==> config.mk <==
export PLATFORM = sky130hd
export DESIGN_NAME = jedro_1_cpu_top
export DESIGN_NICKNAME = d
export VERILOG_FILES = /design/src/rtl/jedro_1_cpu_top.sv
export SDC_FILE = /design/constraint.sdc
export NUM_CORES = 2
export LEC_CHECK = 0
export BUFFER_PORTS_ARGS = -buffer_cell sky130_fd_sc_hd__buf_2
export CAP_MARGIN = 25
export CORE_MARGIN = 1.5
export CORE_UTILIZATION = 40
export DETAILED_ROUTE_END_ITERATION = 6
export PLACE_DENSITY = 0.61
export SKIP_LAST_GASP = 1
export SLEW_MARGIN = 20
export SYNTH_ARGS = -nofsm -noshare
export SYNTH_HDL_FRONTEND = slang
export SYNTH_SLANG_ARGS = --single-unit
==> constraint.sdc <==
create_clock -name clk_i -period 67.1 [get_ports clk_i]
set_input_delay 6.71 -clock clk_i [delete_from_list [all_inputs] [get_ports clk_i]]
set_output_delay 6.71 -clock clk_i [all_outputs]
set_load 0.1 [all_outputs]
==> src/rtl/jedro_1_cpu_top.sv <==
// jedro_1: multi-cycle, non-pipelined RV32I-subset core with a 32x32 register file.
// Unsupported encodings retire as NOPs (PC+4).

module jedro_1_regfile #(
  parameter int unsigned DATA_WIDTH = 32
) (
  input  logic                  clk_i,
  input  logic                  rst_i,
  input  logic                  we_i,
  input  logic [4:0]            waddr_i,
  input  logic [DATA_WIDTH-1:0] wdata_i,
  input  logic [4:0]            raddr_a_i,
  output logic [DATA_WIDTH-1:0] rdata_a_o,
  input  logic [4:0]            raddr_b_i,
  output logic [DATA_WIDTH-1:0] rdata_b_o
);
  logic [DATA_WIDTH-1:0] regfile [0:31];

  // Register writes; x0 is never written so it stays zero.
  always_ff @(posedge clk_i or posedge rst_i) begin
    if (rst_i) begin
      for (int i = 0; i < 32; i++) regfile[i] <= '0;
    end else if (we_i && (waddr_i != 5'd0)) begin
      regfile[waddr_i] <= wdata_i;
    end
  end

  // Combinational reads with x0 hardwired to zero.
  always_comb begin
    rdata_a_o = (raddr_a_i == 5'd0) ? '0 : regfile[raddr_a_i];
    rdata_b_o = (raddr_b_i == 5'd0) ? '0 : regfile[raddr_b_i];
  end
endmodule

module jedro_1_cpu_top #(
  parameter int unsigned DATA_WIDTH = 32,
  parameter int unsigned ADDR_WIDTH = 32,
  parameter logic [31:0] BOOT_ADDR  = 32'h0000_0000
) (
  input  logic                  clk_i,
  input  logic                  rst_i,
  output logic [ADDR_WIDTH-1:0] imem_addr_o,
  output logic                  imem_rd_o,
  input  logic [DATA_WIDTH-1:0] imem_rdata_i,
  output logic [ADDR_WIDTH-1:0] dmem_addr_o,
  output logic                  dmem_rd_o,
  output logic                  dmem_we_o,
  output logic [DATA_WIDTH-1:0] dmem_wdata_o,
  input  logic [DATA_WIDTH-1:0] dmem_rdata_i
);
  typedef enum logic [1:0] {StFetch, StExec, StMem} state_e;

  state_e                state_q, state_d;
  logic [ADDR_WIDTH-1:0] pc_q, pc_d;
  logic [ADDR_WIDTH-1:0] iaddr_q, iaddr_d;
  logic [ADDR_WIDTH-1:0] daddr_q, daddr_d;
  logic [DATA_WIDTH-1:0] dwdata_q, dwdata_d;
  logic [4:0]            ld_rd_q, ld_rd_d;
  logic                  imem_rd, dmem_rd, dmem_we;

  logic                  rf_we;
  logic [4:0]            rf_waddr;
  logic [DATA_WIDTH-1:0] rf_wdata, rs1_val, rs2_val;

  logic [31:0] instr, imm_i, imm_s, imm_b, imm_u, imm_j;
  logic [6:0]  opcode, funct7;
  logic [4:0]  rd, rs1, rs2;
  logic [2:0]  funct3;
  logic        taken;

  assign instr  = imem_rdata_i;
  assign opcode = instr[6:0];
  assign rd     = instr[11:7];
  assign funct3 = instr[14:12];
  assign rs1    = instr[19:15];
  assign rs2    = instr[24:20];
  assign funct7 = instr[31:25];
  assign imm_i  = {{20{instr[31]}}, instr[31:20]};
  assign imm_s  = {{20{instr[31]}}, instr[31:25], instr[11:7]};
  assign imm_b  = {{19{instr[31]}}, instr[31], instr[7], instr[30:25], instr[11:8], 1'b0};
  assign imm_u  = {instr[31:12], 12'b0};
  assign imm_j  = {{11{instr[31]}}, instr[31], instr[19:12], instr[20], instr[30:21], 1'b0};

  jedro_1_regfile #(.DATA_WIDTH(DATA_WIDTH)) regfile_inst (
    .clk_i     (clk_i),
    .rst_i     (rst_i),
    .we_i      (rf_we),
    .waddr_i   (rf_waddr),
    .wdata_i   (rf_wdata),
    .raddr_a_i (rs1),
    .rdata_a_o (rs1_val),
    .raddr_b_i (rs2),
    .rdata_b_o (rs2_val)
  );

  function automatic logic [31:0] alu(input logic [31:0] a, input logic [31:0] b,
                                      input logic [2:0] f3, input logic alt);
    unique case (f3)
      3'b000:  alu = alt ? (a - b) : (a + b);
      3'b001:  alu = a << b[4:0];
      3'b010:  alu = {31'b0, $signed(a) < $signed(b)};
      3'b011:  alu = {31'b0, a < b};
      3'b100:  alu = a ^ b;
      3'b101:  alu = alt ? 32'($signed(a) >>> b[4:0]) : (a >> b[4:0]);
      3'b110:  alu = a | b;
      default: alu = a & b;
    endcase
  endfunction

  // Branch condition for the current instruction.
  always_comb begin
    unique case (funct3)
      3'b000:  taken = (rs1_val == rs2_val);
      3'b001:  taken = (rs1_val != rs2_val);
      3'b100:  taken = ($signed(rs1_val) < $signed(rs2_val));
      3'b101:  taken = ($signed(rs1_val) >= $signed(rs2_val));
      3'b110:  taken = (rs1_val < rs2_val);
      3'b111:  taken = (rs1_val >= rs2_val);
      default: taken = 1'b0;
    endcase
  end

  // Next-state, decode/execute, writeback and memory strobes.
  always_comb begin
    state_d  = state_q;
    pc_d     = pc_q;
    iaddr_d  = iaddr_q;
    daddr_d  = daddr_q;
    dwdata_d = dwdata_q;
    ld_rd_d  = ld_rd_q;
    imem_rd  = 1'b0;
    dmem_rd  = 1'b0;
    dmem_we  = 1'b0;
    rf_we    = 1'b0;
    rf_waddr = rd;
    rf_wdata = '0;
    unique case (state_q)
      StFetch: begin
        imem_rd = 1'b1;
        iaddr_d = pc_q;
        state_d = StExec;
      end
      StExec: begin
        state_d = StFetch;
        pc_d    = pc_q + 32'd4;
        unique case (opcode)
          7'b0110111: begin rf_we = 1'b1; rf_wdata = imm_u; end
          7'b0010111: begin rf_we = 1'b1; rf_wdata = pc_q + imm_u; end
          7'b1101111: begin
            rf_we    = 1'b1;
            rf_wdata = pc_q + 32'd4;
            pc_d     = (pc_q + imm_j) & ~32'd3;
          end
          7'b1100111: if (funct3 == 3'b000) begin
            rf_we    = 1'b1;
            rf_wdata = pc_q + 32'd4;
            pc_d     = (rs1_val + imm_i) & ~32'd3;
          end
          7'b1100011: if (taken) pc_d = (pc_q + imm_b) & ~32'd3;
          7'b0010011: begin
            if (funct3 == 3'b001) begin
              rf_we = (funct7 == 7'h00);
            end else if (funct3 == 3'b101) begin
              rf_we = (funct7 == 7'h00) || (funct7 == 7'h20);
            end else begin
              rf_we = 1'b1;
            end
            rf_wdata = alu(rs1_val, imm_i, funct3, (funct3 == 3'b101) && funct7[5]);
          end
          7'b0110011: begin
            rf_we    = (funct7 == 7'h00) ||
                       ((funct7 == 7'h20) && ((funct3 == 3'b000) || (funct3 == 3'b101)));
            rf_wdata = alu(rs1_val, rs2_val, funct3, funct7[5]);
          end
          7'b0000011: if (funct3 == 3'b010) begin
            dmem_rd = 1'b1;
            daddr_d = (rs1_val + imm_i) & ~32'd3;
            ld_rd_d = rd;
            pc_d    = pc_q;  // advanced once the load data is written back
            state_d = StMem;
          end
          7'b0100011: if (funct3 == 3'b010) begin
            dmem_we  = 1'b1;
            daddr_d  = (rs1_val + imm_s) & ~32'd3;
            dwdata_d = rs2_val;
          end
          default: ;
        endcase
      end
      StMem: begin
        rf_we    = 1'b1;
        rf_waddr = ld_rd_q;
        rf_wdata = dmem_rdata_i;
        pc_d     = pc_q + 32'd4;
        state_d  = StFetch;
      end
      default: state_d = StFetch;
    endcase
  end

  // State registers; address/data registers hold outputs between accesses.
  always_ff @(posedge clk_i or posedge rst_i) begin
    if (rst_i) begin
      state_q  <= StFetch;
      pc_q     <= BOOT_ADDR;
      iaddr_q  <= '0;
      daddr_q  <= '0;
      dwdata_q <= '0;
      ld_rd_q  <= '0;
    end else begin
      state_q  <= state_d;
      pc_q     <= pc_d;
      iaddr_q  <= iaddr_d;
      daddr_q  <= daddr_d;
      dwdata_q <= dwdata_d;
      ld_rd_q  <= ld_rd_d;
    end
  end

  // Outputs are forced low while reset is asserted.
  always_comb begin
    imem_rd_o    = imem_rd & ~rst_i;
    dmem_rd_o    = dmem_rd & ~rst_i;
    dmem_we_o    = dmem_we & ~rst_i;
    imem_addr_o  = rst_i ? '0 : iaddr_d;
    dmem_addr_o  = rst_i ? '0 : daddr_d;
    dmem_wdata_o = rst_i ? '0 : dwdata_d;
  end
endmodule

## Word level (Yosys, flattened, before mapping)

Cells that the tools add are included.

| storage, ports and cells | value |
|---|---|
| register bits after elaboration | 1,159 |
| input bits | 66 |
| word-level logic and storage cells | 167 |
| output and inout port bits | 99 |

| operators by class | value |
|---|---|
| reduce and logical (&&, ||, !) cells | 17 |
| equality and inequality tests | 22 |
| shift operators | 6 |
| bitwise operators | 13 |
| $lt $le $gt $ge | 10 |
| muxes and demuxes | 52 |
| $add $sub $neg | 9 |

Operator list:

| cell | count |
|---|---|
| bitwise mux 1024 bit | 1 |
| two-way mux 32 bit | 25 |
| case mux 32 bit (7 select lines) | 2 |
| binary-select mux 32 bit (select 5 bit) | 2 |
| adder 32 bit | 6 |
| case mux 32 bit (2 select lines) | 3 |
| case mux 32 bit (6 select lines) | 1 |
| demux 32 bit (select 5 bit) | 1 |
| case mux 32 bit (4 select lines) | 1 |
| less-than comparator 32 bit | 3 |
| bitwise AND 32 bit | 2 |
| greater-or-equal comparator 32 bit | 2 |
| bitwise OR 32 bit | 2 |
| left shift 32 x 5 -> 32 bit | 2 |
| >> shifter 32 x 5 -> 32 bit | 2 |
| >>> shifter 32 x 5 -> 32 bit | 2 |
| subtractor 32 bit | 2 |
| XOR 32 bit | 2 |
| adder 32 x 3 -> 32 bit (second input constant) | 1 |
| == test 32 bit | 1 |
| less-than comparator 32 x 12 -> 1 bit | 1 |
| != test 32 bit | 1 |
| == test 7 x 6 -> 1 bit (second input constant) | 4 |
| == test 7 bit (second input constant) | 3 |
| other kinds (31) | 57 |

## Depth between registers and ports, before layout

| depth | value |
|---|---|
| depth after elaboration | 11 |
| gate-level depth with buffers | 30 |
| gate-level depth less buffers | 20 |

## Modules after synthesis

Synthesis repeated with hierarchy kept, for this count alone.

| unflattened totals | value |
|---|---|
| cell total of the unflattened synthesis | 7,697 |
| area, all modules | 83,944.3 µm² |

By module, submodules not included:

| module | cells an instance | times used | sequential area each (µm²) | area each (µm²) |
|---|---|---|---|---|
| jedro_1_regfile | 3,678 | 1 | 25,624.6 | 54,484.8 |
| jedro_1_cpu_top | 4,019 | 1 | 3,328.2 | 29,459.5 |

## Least setup slack after synthesis

Ideal clock, no wire load.

| timing path | value |
|---|---|
| path kind | input to output |
| start point | input rst_i |
| end point | output dmem_wdata_o[22] |
| setup slack | 16.893 ns |
| arrival | 43.497 ns |
| stages | 3 |
| data required time | 60.390 ns |
| path buffers | 1 |
| cells stage by stage | inv_1 -> clkbuf_1 -> and2_1 |

| on the way | value |
|---|---|
| word-level cells in the longest chain between the ends | 1 |

RTL lines:

| element | line | text |
|---|---|---|
| from (decl) | 41 | `input logic rst_i,` |
| two-way mux 32 bit | 227 | `dmem_wdata_o = rst_i ? '0 : dwdata_d;` |
| to (decl) | 48 | `output logic [DATA_WIDTH-1:0] dmem_wdata_o,` |

Every way passes these cells.

## Worst setup path in the final report

| timing path | value |
|---|---|
| start point | input imem_rdata_i[17] |
| end point | output dmem_addr_o[24] |

| on the way | value |
|---|---|
| word-level cells in the longest chain between the ends | 10 |
| elaborated cells between the ends (all ways) | 13 |
| classes of those cells | 2 x add/sub; 9 x mux; 1 x bitwise; 1 x reduce/logical |

RTL lines:

| element | line | text |
|---|---|---|
| from (decl) | 44 | `input logic [DATA_WIDTH-1:0] imem_rdata_i,` |
| NOT 5 -> 6 bit (implied by the code) | 30 | `rdata_a_o = (raddr_a_i == 5'd0) ? '0 : regfile[raddr_a_i];` |
| binary-select mux 32 bit (select 5 bit) | 30 |  |
| two-way mux 32 bit (implied by the code) (2 in a row) | 30 |  |
| two-way mux 32 bit (*) | 30 |  |
| adder 32 bit, on equally long branches | 184, 177 |  |
| two-way mux 32 bit, on equally long branches | 182, 175 |  |
| case mux 32 bit (2 select lines) (*) | 146 | `unique case (opcode)` |
| two-way mux 32 bit (*) | 137 | `unique case (state_q)` |
| via daddr_d[24] | 56 | `logic [ADDR_WIDTH-1:0] daddr_q, daddr_d;` |
| two-way mux 32 bit (*) | 226 | `dmem_addr_o = rst_i ? '0 : daddr_d;` |
| to (decl) | 45 | `output logic [ADDR_WIDTH-1:0] dmem_addr_o,` |

The timed path passes the listed nets; every way through them passes the cells marked *. The select of a mux whose other input is x is not followed.

==> impl_metrics.ini <==
[synth]
synth-simple-area-share = 0.135
synth_top_family_by_area = compound AO/OA/AOI/OAI gates
seq_area_frac_synth = 0.343
synth_cells = 9103
netlist_area_um2 = 84500
synth_most_common_cell = nand2_1
synthAdderAreaFrac = 0.0403
ys_seq_elements = 1157
yosysTopAreaCell = dfrtp_1
syn-num-nets = 9438
post_synth_mux_area_share = 0.196
yosys.area_share.xor_xnor = 0.0159
synth_top_area_frac = 0.343
synth-edff-count = 0
synth_compound_area_frac = 0.215
synth_area_leaders = dfrtp_1, mux4_2, o21ai_0
yosysUniqueCellTypes = 119
yosysWarnings = 0
synth.avg_cell_area_um2 = 9.28
synth-async-reset-ratio = 1.00
synthFlopType = dfrtp_1
ys_top_cells_by_count = nand2_1, dfrtp_1, o21ai_0, clkbuf_1, nor2_1

[grt]
overflow = 0
antenna_found_initial = 43
grt_first_pass_wirelength_um = 660000
grt.total_usage = 0.440
grt_max_degree = 118
grt_pass1_vias = 77800

[sta]
slew_viol_final = 0
hold_violations = 0
fin_crit_ns = 22.44
tns_ns = 0
skew_ns = 0.0532
timing.fmax_ghz = 0.0446
slew_headroom = 0.155
tightest_slew_ns = 1.24
setup_ws_ns = 44.66
rsz0062_at_grt = no
post-route-period-util = 0.334
finalSetupViolCount = 0

[clocking]
clock-root-buffer = clkbuf_16
cts.hold.buffers_added = 0
cts-buffers-inserted = 134
h-tree-depth = 4
clock-sinks = 1157
clock_latency_ns = 0.85
path_clk_slew_ns = 0.06
cts_resized = 0
cts_tree = done
clock_path_buffers = 3
cts_setup_buffers = 0

[placement]
place.gp.congestion = 1.10
pre_cts_slack_ns = 44.87
port_buffers = 164
place_inst = 11600
dp_hpwl_um = 342000

[floorplanning]
start_util = 0.403
chipHeight_um = 463
fp.dieW_um = 463
dieArea_um2 = 214000
top_level_ports = 165
fp-row-count = 168
core_area_um2 = 210000

[worst_setup_path]
crit_start = imem_rdata_i[17]
r2r-end = regfile_inst.regfile[702]
reg2reg_depth = 22
cp-start-kind = input pin
cp_slowest_cell = buf_4
cp_common_cell = buf_4
regToRegSetupSlack_ns = 59.14
worstSetupEndpoint = dmem_addr_o[24]
critPathRequiredTime_ns = 60.39
critical_path_peak_fanout = 58
slowest_delay_ns = 0.87
end_kind = output port
path_cells = buf_8, buf_4, buf_4, buf_4, mux4_2, a22oi_1, nand2_1, or3_1, buf_4, ha_1, nor2b_1, a211o_1, a21boi_0, a211oi_1, buf_4, o21ai_0, a21oi_1, xnor2_1, nor2_1, a221o_1, and2_1, buf_2
rr_startpoint = regfile_inst.regfile[736]
critPathKind = in2out
cp_data_arrival_time_ns = 15.73

[min_path]
hold_class = reg2reg
min-delay-start = regfile_inst.regfile[1014]

[finish]
multi_input_comb_area_um2 = 51700
synthToLayoutAreaGrowth_pct = 10.7
fillers = 20300
fin_cells = 11900
seqCellArea_um2 = 29000
layout-drive-gt1-share = 0.190
layout.nets = 9256
fin_util = 0.446

[detailed_routing]
via_per_inst = 6.99
wirelength_um = 485000
vias = 82900
drc_errors = 3
drt_iter0_drc = 11800
firstDrtPassIters = 7
drt-wirelength-per-cell_um = 40.9
ant_nets = 0

[outcome]
violations = DRC
status = complete, but fails checks

[power_and_ir_drop]
p_leak_nw = 40.1
powerDensity_nw_per_um2 = 22.3
power_mw = 2.09
ir_drop_uv = 28.1

[run]
drv_cap = 0
## power breakdown
group	total, mW	leakage, nW	internal, mW	switching (mW)
sequential	0.723	16.0	0.707	0.0161
clock	0.791	2.30	0.465	0.326
combinational	0.572	21.8	0.155	0.417
## cells in the final DEF (no fill, tap or decap), drive strengths merged, types with 25 or more instances in the layout
cell / instances
inv: 163
a221o: 30
nand3: 135
xor2: 48
or3: 33
nor3: 137
mux2i: 393
nand2b: 41
and3: 57
o22ai: 75
a22oi: 263
nor2: 508
mux2: 270
clkbuf: 186
a21o: 80
mux4: 425
a31oi: 79
o31ai: 33
nand4: 37
ha: 264
a21oi: 504
buf: 548
nand2: 1251
a211oi: 86
o2111ai: 25
o221ai: 66
and2: 158
clkinv: 43
nor4: 38
a2111oi: 25
a22o: 35
o21ai: 1109
o21bai: 40
a221oi: 55
dfrtp: 1157
o21a: 43
o211ai: 46
diode: 32
xnor2: 105
nor2b: 54
## kinds of logic after synthesis
logic type | count (synthesis)
AOI/OAI and AO/OA | 2850
xor gates and xnor gates | 153
adders and majority gates | 269
buffers and inverters | 1038
DFF | 1157
muxes | 1088
and+or+nand+nor | 2548
## per-layer routing
| metal | track usage | part of all wire | up-vias |
|---|---|---|---|
| li1 | - | - | 33400 |
| met1 | 0.566 | 0.38 | 41800 |
| met2 | 0.631 | 0.42 | 6142 |
| met3 | 0.129 | 0.11 | 1538 |
| met4 | 0.316 | 0.086 | 22 |
| met5 | 0 | 0.00034 | - |
## flip-flops by register name, indices dropped and copies added (netlist names)
signal,flops
regfile_inst.regfile,1024
iaddr_q,32
dwdata_q,32
pc_q,30
state_q,2
daddr_q,32
ld_rd_q,5
## cell type report
class,instances,share of cell area
Timing Repair Buffer,550,0.0427
Sequential cell,1157,0.309
Inverter,170,0.00697
Clock inverter,59,0.00916
Clock buffer,184,0.0413
Multi-Input combinational cell,6908,0.552
Antenna cell,32,0.000856
Tap cell,2805,0.0375
## metrics by stage
stage               area [um^2]  hold slack (ns)
global placement          88300            0.363
global route              93500            0.389
detailed placement        88500            0.363
finish                    93600            0.379
floorplan                 84500            0.425
CTS                       93200            0.377
## worst max-delay path, delay by kind of cell
kind / cells / cell delay, ns
buffers and inverters: 7 / 3.63
AOI/OAI and AO/OA: 7 / 2.25
muxes: 1 / 0.61
xor gates and xnor gates: 1 / 0.52
adders and majority gates: 1 / 0.54
and+or+nand+nor: 5 / 1.12
## worst min path at each step
stage / endpoint / depth (start not counted)
4_1_cts: regfile_inst.regfile[1014] / 0
3_3_place_gp: regfile_inst.regfile[1014] / 0
6_report: regfile_inst.regfile[1014] / 0
2_1_floorplan: regfile_inst.regfile[1001] / 1
3_5_place_dp: regfile_inst.regfile[1014] / 0
5_1_grt: regfile_inst.regfile[1014] / 0
(Power assumes the default switching activity.)
